### src/rtl/rr_onehot_sel.sv
// ---------------------------------------------------------------------------
// rr_onehot_sel
//
// Purpose:
//   Round-robin grant generator that drives the select input of an N:1
//   one-hot-select mux. The registered select is always all-zero or exactly
//   one-hot. A grant is held until the owner signals done or drops its
//   request (or, optionally, exceeds its hold budget). Ownership then passes
//   fairly to the next requester, with no idle bubble.
//
// Optional feature:
//   RR_HOLD_TIMEOUT_EN - when defined, a grant is forcibly released after
//   HOLD_MAX cycles, and timeout_o pulses for one cycle on that release.
//   When undefined, timeout_o is tied low and grants persist until done or
//   until the request drops.
//
// Parameters:
//   N        - number of requesters / mux inputs (2..16)
//   HOLD_MAX - maximum grant length in cycles when the timeout is enabled (1..255)
//
// Ports:
//   clk_i       - rising-edge clock
//   rst_ni      - asynchronous active-low reset
//   req_i       - level-sensitive request per mux input
//   done_i      - current owner finished (ignored while idle)
//   sel_o       - registered one-hot mux select, zero when nothing is granted
//   sel_valid_o - high when sel_o is non-zero
//   grant_id_o  - binary index of the set bit of sel_o, zero when idle
//   timeout_o   - one-cycle pulse on a forced (timeout) release
// ---------------------------------------------------------------------------
module rr_onehot_sel #(
  parameter int N        = 4,
  parameter int HOLD_MAX = 8
) (
  input  logic                 clk_i,
  input  logic                 rst_ni,
  input  logic [N-1:0]         req_i,
  input  logic                 done_i,
  output logic [N-1:0]         sel_o,
  output logic                 sel_valid_o,
  output logic [$clog2(N)-1:0] grant_id_o,
  output logic                 timeout_o
);

  localparam int IW = $clog2(N);

  typedef enum logic {
    IDLE,
    GRANT
  } state_e;

  state_e          state_q, state_d;
  logic [N-1:0]    sel_q, sel_d;
  logic [IW-1:0]   id_q, id_d;
  logic [IW-1:0]   ptr_q, ptr_d;
  logic            valid_q, valid_d;

  logic [N-1:0]    others;
  logic            ownerReq;
  logic            relTmo;
  logic            release_w;
  logic [IW-1:0]   win;

  // The search visits (last+1), (last+2), ... wrapping modulo N. The loop
  // runs from the farthest candidate to the nearest one so that the nearest
  // set bit is assigned last and therefore wins, without needing a break.
  function automatic logic [IW-1:0] rrWinner(input logic [N-1:0] r,
                                             input logic [IW-1:0] last);
    logic [IW-1:0] w;
    int            idx;
    w = last;
    for (int k = N; k >= 1; k--) begin
      idx = (int'(last) + k) % N;
      if (r[idx]) w = IW'(idx);
    end
    return w;
  endfunction

  function automatic logic [N-1:0] oneHot(input logic [IW-1:0] i);
    logic [N-1:0] o;
    o    = '0;
    o[i] = 1'b1;
    return o;
  endfunction

`ifdef RR_HOLD_TIMEOUT_EN
  localparam int HW = (HOLD_MAX < 2) ? 1 : $clog2(HOLD_MAX + 1);
  localparam logic [HW-1:0] HOLD_LIM = HW'(HOLD_MAX);

  logic [HW-1:0] hold_q, hold_d;
  logic          tmo_q, tmo_d;

  assign relTmo = (state_q == GRANT) && (hold_q == HOLD_LIM);
`else
  assign relTmo = 1'b0;
`endif

  // While granted, sel_q is exactly the owner's bit, so masking with it
  // removes the owner from the handover search.
  assign others    = req_i & ~sel_q;
  assign ownerReq  = req_i[id_q];
  assign release_w = done_i || !ownerReq || relTmo;

  // The winner search starts after ptr_q. During a grant ptr_q equals the
  // owner, so this is the fair "next after owner" search; in IDLE it is the
  // next after the last grant.
  assign win = rrWinner((state_q == IDLE) ? req_i : others, ptr_q);

  always_comb begin
    state_d = state_q;
    sel_d   = sel_q;
    id_d    = id_q;
    ptr_d   = ptr_q;
`ifdef RR_HOLD_TIMEOUT_EN
    hold_d  = hold_q;
    tmo_d   = 1'b0;
`endif
    unique case (state_q)
      IDLE: begin
        if (|req_i) begin
          state_d = GRANT;
          sel_d   = oneHot(win);
          id_d    = win;
          ptr_d   = win;
`ifdef RR_HOLD_TIMEOUT_EN
          hold_d  = HW'(1);
`endif
        end
      end
      GRANT: begin
        if (release_w) begin
`ifdef RR_HOLD_TIMEOUT_EN
          tmo_d = relTmo;
`endif
          if (|others) begin
            sel_d  = oneHot(win);
            id_d   = win;
            ptr_d  = win;
`ifdef RR_HOLD_TIMEOUT_EN
            hold_d = HW'(1);
`endif
          end else if (ownerReq) begin
            // The owner still requests, so this release came from done or
            // timeout: the sole requester keeps the grant with a fresh budget.
`ifdef RR_HOLD_TIMEOUT_EN
            hold_d = HW'(1);
`endif
          end else begin
            state_d = IDLE;
            sel_d   = '0;
            id_d    = '0;
`ifdef RR_HOLD_TIMEOUT_EN
            hold_d  = '0;
`endif
          end
        end else begin
`ifdef RR_HOLD_TIMEOUT_EN
          hold_d = hold_q + HW'(1);
`endif
        end
      end
      default: begin
        state_d = IDLE;
        sel_d   = '0;
        id_d    = '0;
      end
    endcase
    valid_d = |sel_d;
  end

  always_ff @(posedge clk_i or negedge rst_ni) begin
    if (!rst_ni) begin
      state_q <= IDLE;
      sel_q   <= '0;
      id_q    <= '0;
      ptr_q   <= IW'(N - 1);
      valid_q <= 1'b0;
    end else begin
      state_q <= state_d;
      sel_q   <= sel_d;
      id_q    <= id_d;
      ptr_q   <= ptr_d;
      valid_q <= valid_d;
    end
  end

`ifdef RR_HOLD_TIMEOUT_EN
  always_ff @(posedge clk_i or negedge rst_ni) begin
    if (!rst_ni) begin
      hold_q <= '0;
      tmo_q  <= 1'b0;
    end else begin
      hold_q <= hold_d;
      tmo_q  <= tmo_d;
    end
  end

  assign timeout_o = tmo_q;
`else
  assign timeout_o = 1'b0;
`endif

  assign sel_o       = sel_q;
  assign sel_valid_o = valid_q;
  assign grant_id_o  = id_q;

endmodule

### config.mk
export PLATFORM = sky130hd
export DESIGN_NAME = rr_onehot_sel
export DESIGN_NICKNAME = d
export VERILOG_FILES = /design/src/rtl/rr_onehot_sel.sv
export SDC_FILE = /design/constraint.sdc
export NUM_CORES = 1
export LEC_CHECK = 0
export BUFFER_PORTS_ARGS = -buffer_cell sky130_fd_sc_hd__buf_2
export CORE_MARGIN = 8
export CORE_UTILIZATION = 35
export DETAILED_ROUTE_END_ITERATION = 6
export PLACE_DENSITY = 0.53
export RECOVER_POWER = 50
export REMOVE_ABC_BUFFERS = 1
export SYNTH_ARGS = -nofsm -noshare
export SYNTH_HDL_FRONTEND = slang
export SYNTH_SLANG_ARGS = --single-unit
### constraint.sdc
create_clock -name clk_i -period 2.8 [get_ports clk_i]
set_input_delay 0 -clock clk_i [delete_from_list [all_inputs] [get_ports clk_i]]
set_output_delay 0 -clock clk_i [all_outputs]
set_load 0.01 [all_outputs]
After elaboration in Yosys (flattened, before gate mapping)
Index checks and enable logic that the tools add are counted.
{ "word_totals": {"in_bits": 7, "reg_bits": 10, "elab_cells": 78} }
{ "op_classes": {"n_lt_le_gt_ge": 7, "muxes": 39, "n_reduce_logical": 12, "bitwise_logic": 7, "n_eq_ne": 4, "addsub": 4} }
{ "ops": {"columns": ["cell", "n"], "rows": [
  ["$mux 2", 10],
  ["$mux 4", 5],
  ["$lt 3x4->1 const B", 4],
  ["$mux 1", 14],
  ["$reduce_or 4->1", 3],
  ["$bmux 1 s2", 5],
  ["$pmux 2 s2", 2],
  ["$pmux 4 s2", 1],
  ["$reduce_or 2->1", 4],
  ["$lt 2x3->1 const B", 2],
  ["$ne 2x1->1 const B", 3],
  ["$reduce_and 3->1", 2],
  ["$add 2x1->2 const B", 2],
  ["$add 2x2->2 const B", 2],
  ["$and 1x1->1 const A", 4],
  ["$and 4x4->4", 1],
  ["$not 4->4", 1],
  ["$ne 3x2->1 const B", 1],
  ["$demux 1 s2", 1],
  ["$ge 2x1->1 const B", 1],
  ["$pmux 1 s2", 1],
  ["$logic_and 1x1->1", 1],
  ["$logic_not 1->1", 1],
  ["$logic_or 1x1->1", 1],
  ["$not 1->1", 1]
]} }

Depth between registers and ports, before layout
Gate-level depths: netlist of run 1.
{ "logic_depth": {"word_depth": 18, "depth_mapped": 6, "mapped_depth_nobuf": 5} }

Worst setup path before layout of run 1
No wires, ideal clock.
{ "synth_path": {"kind": "register to register", "start": "register sel_q[1] (netlist: sel_o[1])", "end": "register sel_q[2] (netlist: sel_o[2])", "path_buffers": 0, "path_stages_with_launch": 6, "arrival_ns": 1.538, "path_slack_ns": 1.141, "path_cell_list": "dfrtp_1 -> inv_1 -> a2111o_1 -> a41oi_4 -> nor2b_2 -> a22o_1"} }
{ "synth_via": {"elab_chain_cells": 17, "elab_cells_between_ends": 29, "classes_between": "order compare (2); mux (23); bitwise (2); reduce/logical (2)"} }
{ "synth_lines": {"columns": ["element", "line", "text"], "rows": [
  ["start, declared", "53", "logic [N-1:0] sel_q, sel_d;"],
  ["start signal, assigned", "180", "sel_q <= sel_d;"],
  ["$not 4->4 (*)", "100", "assign others = req_i & ~sel_q;"],
  ["$and 4x4->4 (*)", "100", null],
  ["$mux 4", "107", "assign win = rrWinner((state_q == IDLE) ? req_i : others, ptr_q);"],
  ["$bmux 1 s2", "74", "if (r[idx]) w = IW'(idx);"],
  ["$mux 1 (implied by the code) (2 in series)", "74", null],
  ["$mux 2 (4 in series)", "74", null],
  ["$lt 2x3->1 (implied by the code) or $ge 2x1->1 (tied branches)", "82", "o[i] = 1'b1;"],
  ["$logic_and 1x1->1 (implied by the code)", "82", null],
  ["$mux 1 (implied by the code)", "82", null],
  ["$demux 1 s2", "82", null],
  ["$mux 4", "135", "if (|others) begin"],
  ["$mux 4", "131", "if (release_w) begin"],
  ["$pmux 4 s2 (*)", "118", "unique case (state_q)"],
  ["via sel_d[2]", "53", null]
]} }
The timed path passes the listed nets; every way through them passes the cells marked *. The select of a mux whose other input is x is not followed.
A chain may end at the register's enable or synchronous reset.

Final worst setup path of run 1
{ "layout_path": {"start": "register sel_q[1] (netlist: sel_o[1])", "end": "register sel_q[3] (netlist: sel_o[3])"} }
The elaborated chain is that of the path after synthesis.

==> summary.txt, run 1 <==
GRT
  • First-pass GRT wire length: 2.546 mm
  • Total GRT Usage: 9.714%
  • Initial antenna violation count: 0
  • Vias in the first global route: 560
  • Gr ovfl total: 0
  • Largest net degree at the start of global routing: 11

Route
  • DR vias/cell: 5.250
  • Drt pass-1 iters: 5
  • Iter 0 DRT Violations: 26
  • Via Count: 567
  • Final ANT Viol Nets: 0
  • WL per Instance: ~14 um
  • Remaining DRCs: 0
  • Final WL: roughly 1.5 mm

Die
  • Initial Util: between 30 and 40%
  • DIE AREA: 3440 um^2
  • Ports: 15
  • Die height: between 50 and 60 um
  • # rows: 15
  • Core area: 1727 um^2
  • Chip width: 58.66 um

Timing
  • Final WS setup: 1000 ps
  • Max Clk Rate: 555.5 MHz
  • Final hold slack: 204.0 ps
  • Number of setup violations in the final report: 0
  • Setup_tns: 0 ps
  • Final worst path period share: 64.29%
  • Fin crit period: 1800 ps
  • Slew @ Worst Pin: 519.3 ps
  • Fin. max-slew vios: 0
  • RSZ-0062 raised after global routing: false
  • Setup Skew: about 0.86 ps
  • Hold Vio Cnt, Final: 0
  • Rel. slew slack: 65.38%

Pwr
  • P_leak: 0.3218 nW
  • VDD IR max: 0.0003866 V
  • Final Power: 0.8307 mW
  • Power Density: 1096 nW/um^2

Placement
  • DP Area: 716.9 um^2
  • Routability cong.: between 0.8 and 0.9
  • Hpwl dp: 1.203 mm
  • Place WS: 1026 ps
  • Number of port buffers: 13
  • Placed cells: 103

Worst setup path
  • WP depth: 5
  • Crit. End Element: register
  • Reg2Reg Depth: 5
  • Crit path arrival time: 1950 ps
  • WP buf/inv: 1
  • CP max stage cell: a2111o_1
  • CP delay by family, top: compound AO/OA/AOI/OAI gates
  • Reg2reg setup slack: about 1000 ps
  • Max stage delay on crit path: ~490 ps
  • Critical Path, Cell by Cell: inv_1 > a2111o_1 > a41oi_4 > nand2b_1 > o2bb2ai_1
  • WP data required: 2950 ps
  • Critical path type: register to register
  • Crit start category: register
  • CP Max Fanout: 10

Synthesis
  • Mapped Area: about 640 um^2
  • Yosys top cell area share: between 30% and 40%
  • Synth unique cells: 34
  • Synth cell count leaders: dfrtp_1, nor2_1, nand2_1
  • Syn avg cell area: 9.366 um^2
  • Top cells by area, synth: dfrtp_1, dfstp_2, nor2_1
  • Largest area contributor in the netlist: dfrtp_1
  • Post-synthesis cell count: 68
  • Sequential-to-total area share from yosys stat: 39.69%
  • Flops & latches, synth: 10
  • Synth async-reset ratio: 100.0%
  • Syn. warnings: 0
  • Synth Flop Type: dfrtp_1
  • Post-synth EDFFs: 0

Run
  • Max cap viols: 0

Clock tree
  • Clock Sinks: 10
  • Total CTS buffers: 3
  • Post_cts resized: 0
  • Clk slew on worst S/H paths: about 70 ps
  • H-tree depth: 1
  • CTS Hold Bufs: 1
  • Clock Tree Root: clkbuf_4
  • CTS Buffer Depth: 2
  • Postcts setup bufs: 0
  • Clock latency on the worst-skew pair: 270 ps
  • CTS tree: built

Cells and area
  • # nets final: ~90
  • # diodes: 0
  • Finished Layout Cells: 108
  • Register area: 252.7 um^2
  • Area of the multi-input gates: approximately 360 um^2
  • Ratio of cells with drive above 1 in the final layout: 24.10%
  • Fill cell count: 173
  • Area grow syn2layout: 19.06%
  • Cell area after layout: 758.2 um^2
  • Final core utilization: 43.91%

Outcome
  • Run status: completed

Hold path
  • Worst min path class: input pin to async pin
layer usage:
metal	vias up	track usage (%)	wire, um
li1	276	-	-
met1	271	10.52	682
met2	15	15.59	674
met3	5	3.043	115
met4	0	7.167	40
met5	-	0	0
path summary, 6_finish.rpt:
| path | startpoint | end |
|---|---|---|
| setup / recovery | sel_o[1] | sel_o[3] |
| hold / removal | rst_ni | sel_o[0] |
| setup reg to reg | sel_o[1] | sel_o[3] |
| hold reg to reg | ptr_q[1] | ptr_q[1] |
| max in group asynchronous | rst_ni | ptr_q[1] |
| min in group clk_i | req_i[3] | state_q |
power by group:
part	total, mW	switching [mW]	leakage (nW)	internal (mW)
Combinational	0.404	0.225	0.183	0.179
Sequential	0.295	0.0756	0.117	0.219
Clock	0.132	0.0532	0.0210	0.0791
layout make-up:
type / count / share of cell area (%)
clock buffer: 4 / 4.785
timing repair buffer: 14 / 9.241
inverter: 2 / 0.9901
tap: 25 / 4.125
multi-input combinational: 53 / 47.52
sequential: 10 / 33.33
cells in the final DEF, fill, tap and decap left out, types with 3 or more instances in the layout:
cell,netlist,routed
clkbuf_4,0,3
buf_2,1,9
nor2_1,8,8
nand2_1,7,7
dfrtp_1,8,8
a21boi_0,3,3
nor2b_1,4,4
clkbuf_1,1,4
cell families (layout without fill, tap and decap cells):
logic type	Yosys count	after routing	synth area share, %
and+or+nand+nor	28	28	22.20
AOI/OAI and AO/OA	21	21	28.88
muxes	3	3	4.912
other	1	1	0.5888
DFF	10	10	39.69
buffers and inverters	5	20	3.732
state kept, by name, summed over array words and instances (netlist names):
| register | flops |
|---|---|
| ptr_q | 2 |
| grant_id_o | 2 |
| state_q | 1 |
| sel_o | 4 |
| sel_valid_o | 1 |
Power figures use the tool's default switching activity.
==> run 2: changes to the inputs <==
- clock period: 2.8 -> 1.86 ns (I/O delays scaled with it)
==> summary.txt, run 2 (same netlist as run 1, synthesis figures left out) <==
Outcome
  • Run status: completed

Cells and area
  • Area grow syn2layout: 23.38%
  • # nets final: 96
  • Fill cell count: 183
  • # diodes: 0
  • Commonest non-fill, non-tap cell in the layout: buf_2
  • Max reg flops: 4
  • Final core utilization: 45.51%
  • Ratio of cells with drive above 1 in the final layout: 27.27%
  • Most frequent cells in the layout: buf_2, nor2_1, dfrtp_1

Pwr
  • Gate power share: 55.1%
  • Clk network pwr share: 12.7%
  • Switching part of the total: 42.68%
  • Power Density: between 1500 and 2000 nW/um^2
  • P_leak: 0.3400 nW
  • VDD IR max: 0.0005082 V
  • Internal power: 0.7416 mW
  • Switch Pwr: 0.5522 mW
  • Sequential power share: 32.2%

Timing
  • Fin crit period: 1728 ps
  • Final worst path period share: 92.90%
  • Rel. slew slack: 62.62%
  • Final hold slack: ~190 ps
  • Fin. max-slew vios: 0
  • Number of setup violations in the final report: 0
  • Slew @ Worst Pin: 560.7 ps
  • Hold Vio Cnt, Final: 0
  • Setup Skew: 8.013 ps
  • Max Clk Rate: 578.7 MHz
  • Setup_tns: 0 ps
  • RSZ-0062 raised after global routing: false

Worst setup path
  • Crit start category: register
  • RR Startpoint: sel_o[1]
  • Critical path type: register to register
  • Crit. End Element: register
  • WP data required: between 2000 and 2500 ps
  • CP Max Fanout: 10
  • Crit path arrival time: 1890 ps
  • Critical Path Start: sel_o[1]

GRT
  • First-pass GRT wire length: 2.670 mm
  • Gr ovfl total: 0
  • Total GRT Usage: approximately a tenth
  • Largest net degree at the start of global routing: 11
  • Initial antenna violation count: 0
  • Vias in the first global route: 595

Die
  • Die height: 58.66 um
  • Core area: 1727 um^2
  • # rows: 15
  • Chip width: 58.66 um
  • Initial Util: 36.88%
  • Ports: 15
  • DIE AREA: 3440 um^2

Clock tree
  • H-tree depth: 1
  • Post_cts resized: 0
  • Clock latency on the worst-skew pair: between 200 and 300 ps
  • Clock Sinks: 10
  • CTS Buffer Depth: 2
  • Clock Tree Root: clkbuf_4
  • Clk slew on worst S/H paths: 60 ps
  • CTS tree: built
  • Total CTS buffers: 3

Placement
  • Hpwl dp: ~1.3 mm
  • Number of port buffers: 13
  • Routability cong.: 0.8127

Route
  • Drt pass-1 iters: 2
  • DR vias/cell: approximately 5.2
  • Remaining DRCs: 0
  • Via Count: 591
  • WL per Instance: 14.11 um
  • Final WL: 1.594 mm
  • Iter 0 DRT Violations: 2
  • Final ANT Viol Nets: 0

Run
  • Max cap viols: 0

Hold path
  • Worst min path class: input pin to register
  • HP Start: done_i
-- run 2: cell types whose count changed in the layout (fill, tap and decap cells not counted) --
cell	before	now
clkbuf_8	1	0
clkbuf_1	4	5
buf_4	0	5
-- run 2: power by group through the flow --
stage	Clock (mW)	Combinational, mW	Sequential [mW]
after floorplan	0	0.423	0.450
after global placement	0	0.723	0.417
after detailed placement	0	0.723	0.420
after CTS	0.168	0.728	0.417
after global routing	0.176	0.800	0.429
final	0.164	0.713	0.417
-- run 2: path summary, 6_finish.rpt --
path | endpoint | slack [ps] | depth (start not counted)
worst max-delay path | sel_o[2] | 130 | 5
worst min-delay path | sel_o[1] | 190 | 4
worst max register to register | sel_o[2] | 130 | 5
worst min register to register | ptr_q[1] | 530 | 2
max in group asynchronous | ptr_q[0] | 1260 | 2
min in group asynchronous | grant_id_o[0] | 220 | 2
-- run 2: stage by stage --
stage	instance area [um^2]	setup slack, ps	power [mW]	instances
after floorplan	620.6	201.4	0.8729	65
after global placement	754.5	145.4	1.140	108
after detailed placement	754.5	134.9	1.143	108
after CTS	790.8	128.7	1.313	113
after global routing	785.8	8.293	1.405	113
final	785.8	132.0	1.294	113
-- run 2: layout make-up --
| class | count | area (um^2) | area share (%) |
|---|---|---|---|
| repair buffers | 19 | 107.6 | 13.69 |
| flip-flops and latches | 10 | 252.7 | 32.17 |
| clock buffers | 4 | 26.28 | 3.344 |
| inverters | 2 | 7.507 | 0.9554 |
| well taps | 25 | 31.28 | 3.981 |
| multi-input cells | 53 | 360.3 | 45.86 |
-- run 2: metal layers --
metal	GRT usage (%)	share of wire (%)	vias to the layer above
li1	-	-	291
met1	12.47	48	284
met2	15.12	44	12
met3	3.261	6.5	4
met4	6.143	1.9	0
met5	0	0	-
-- run 2: timing repair --
| action | 4_1_cts | 5_1_grt |
|---|---|---|
| setup endpoints to repair | 0 | 0 |
| hold buffers | 1 | 0 |
| endpoints found under the hold margin | 10 | 0 |
| setup buffers | 0 | 0 |
-- run 2: worst max-delay path: stages (launching register included) --
cell      delay, ps
dfrtp_1         380
inv_1            70
a2111o_1        480
a41oi_4         390
nor2b_2          70
a22o_1          230
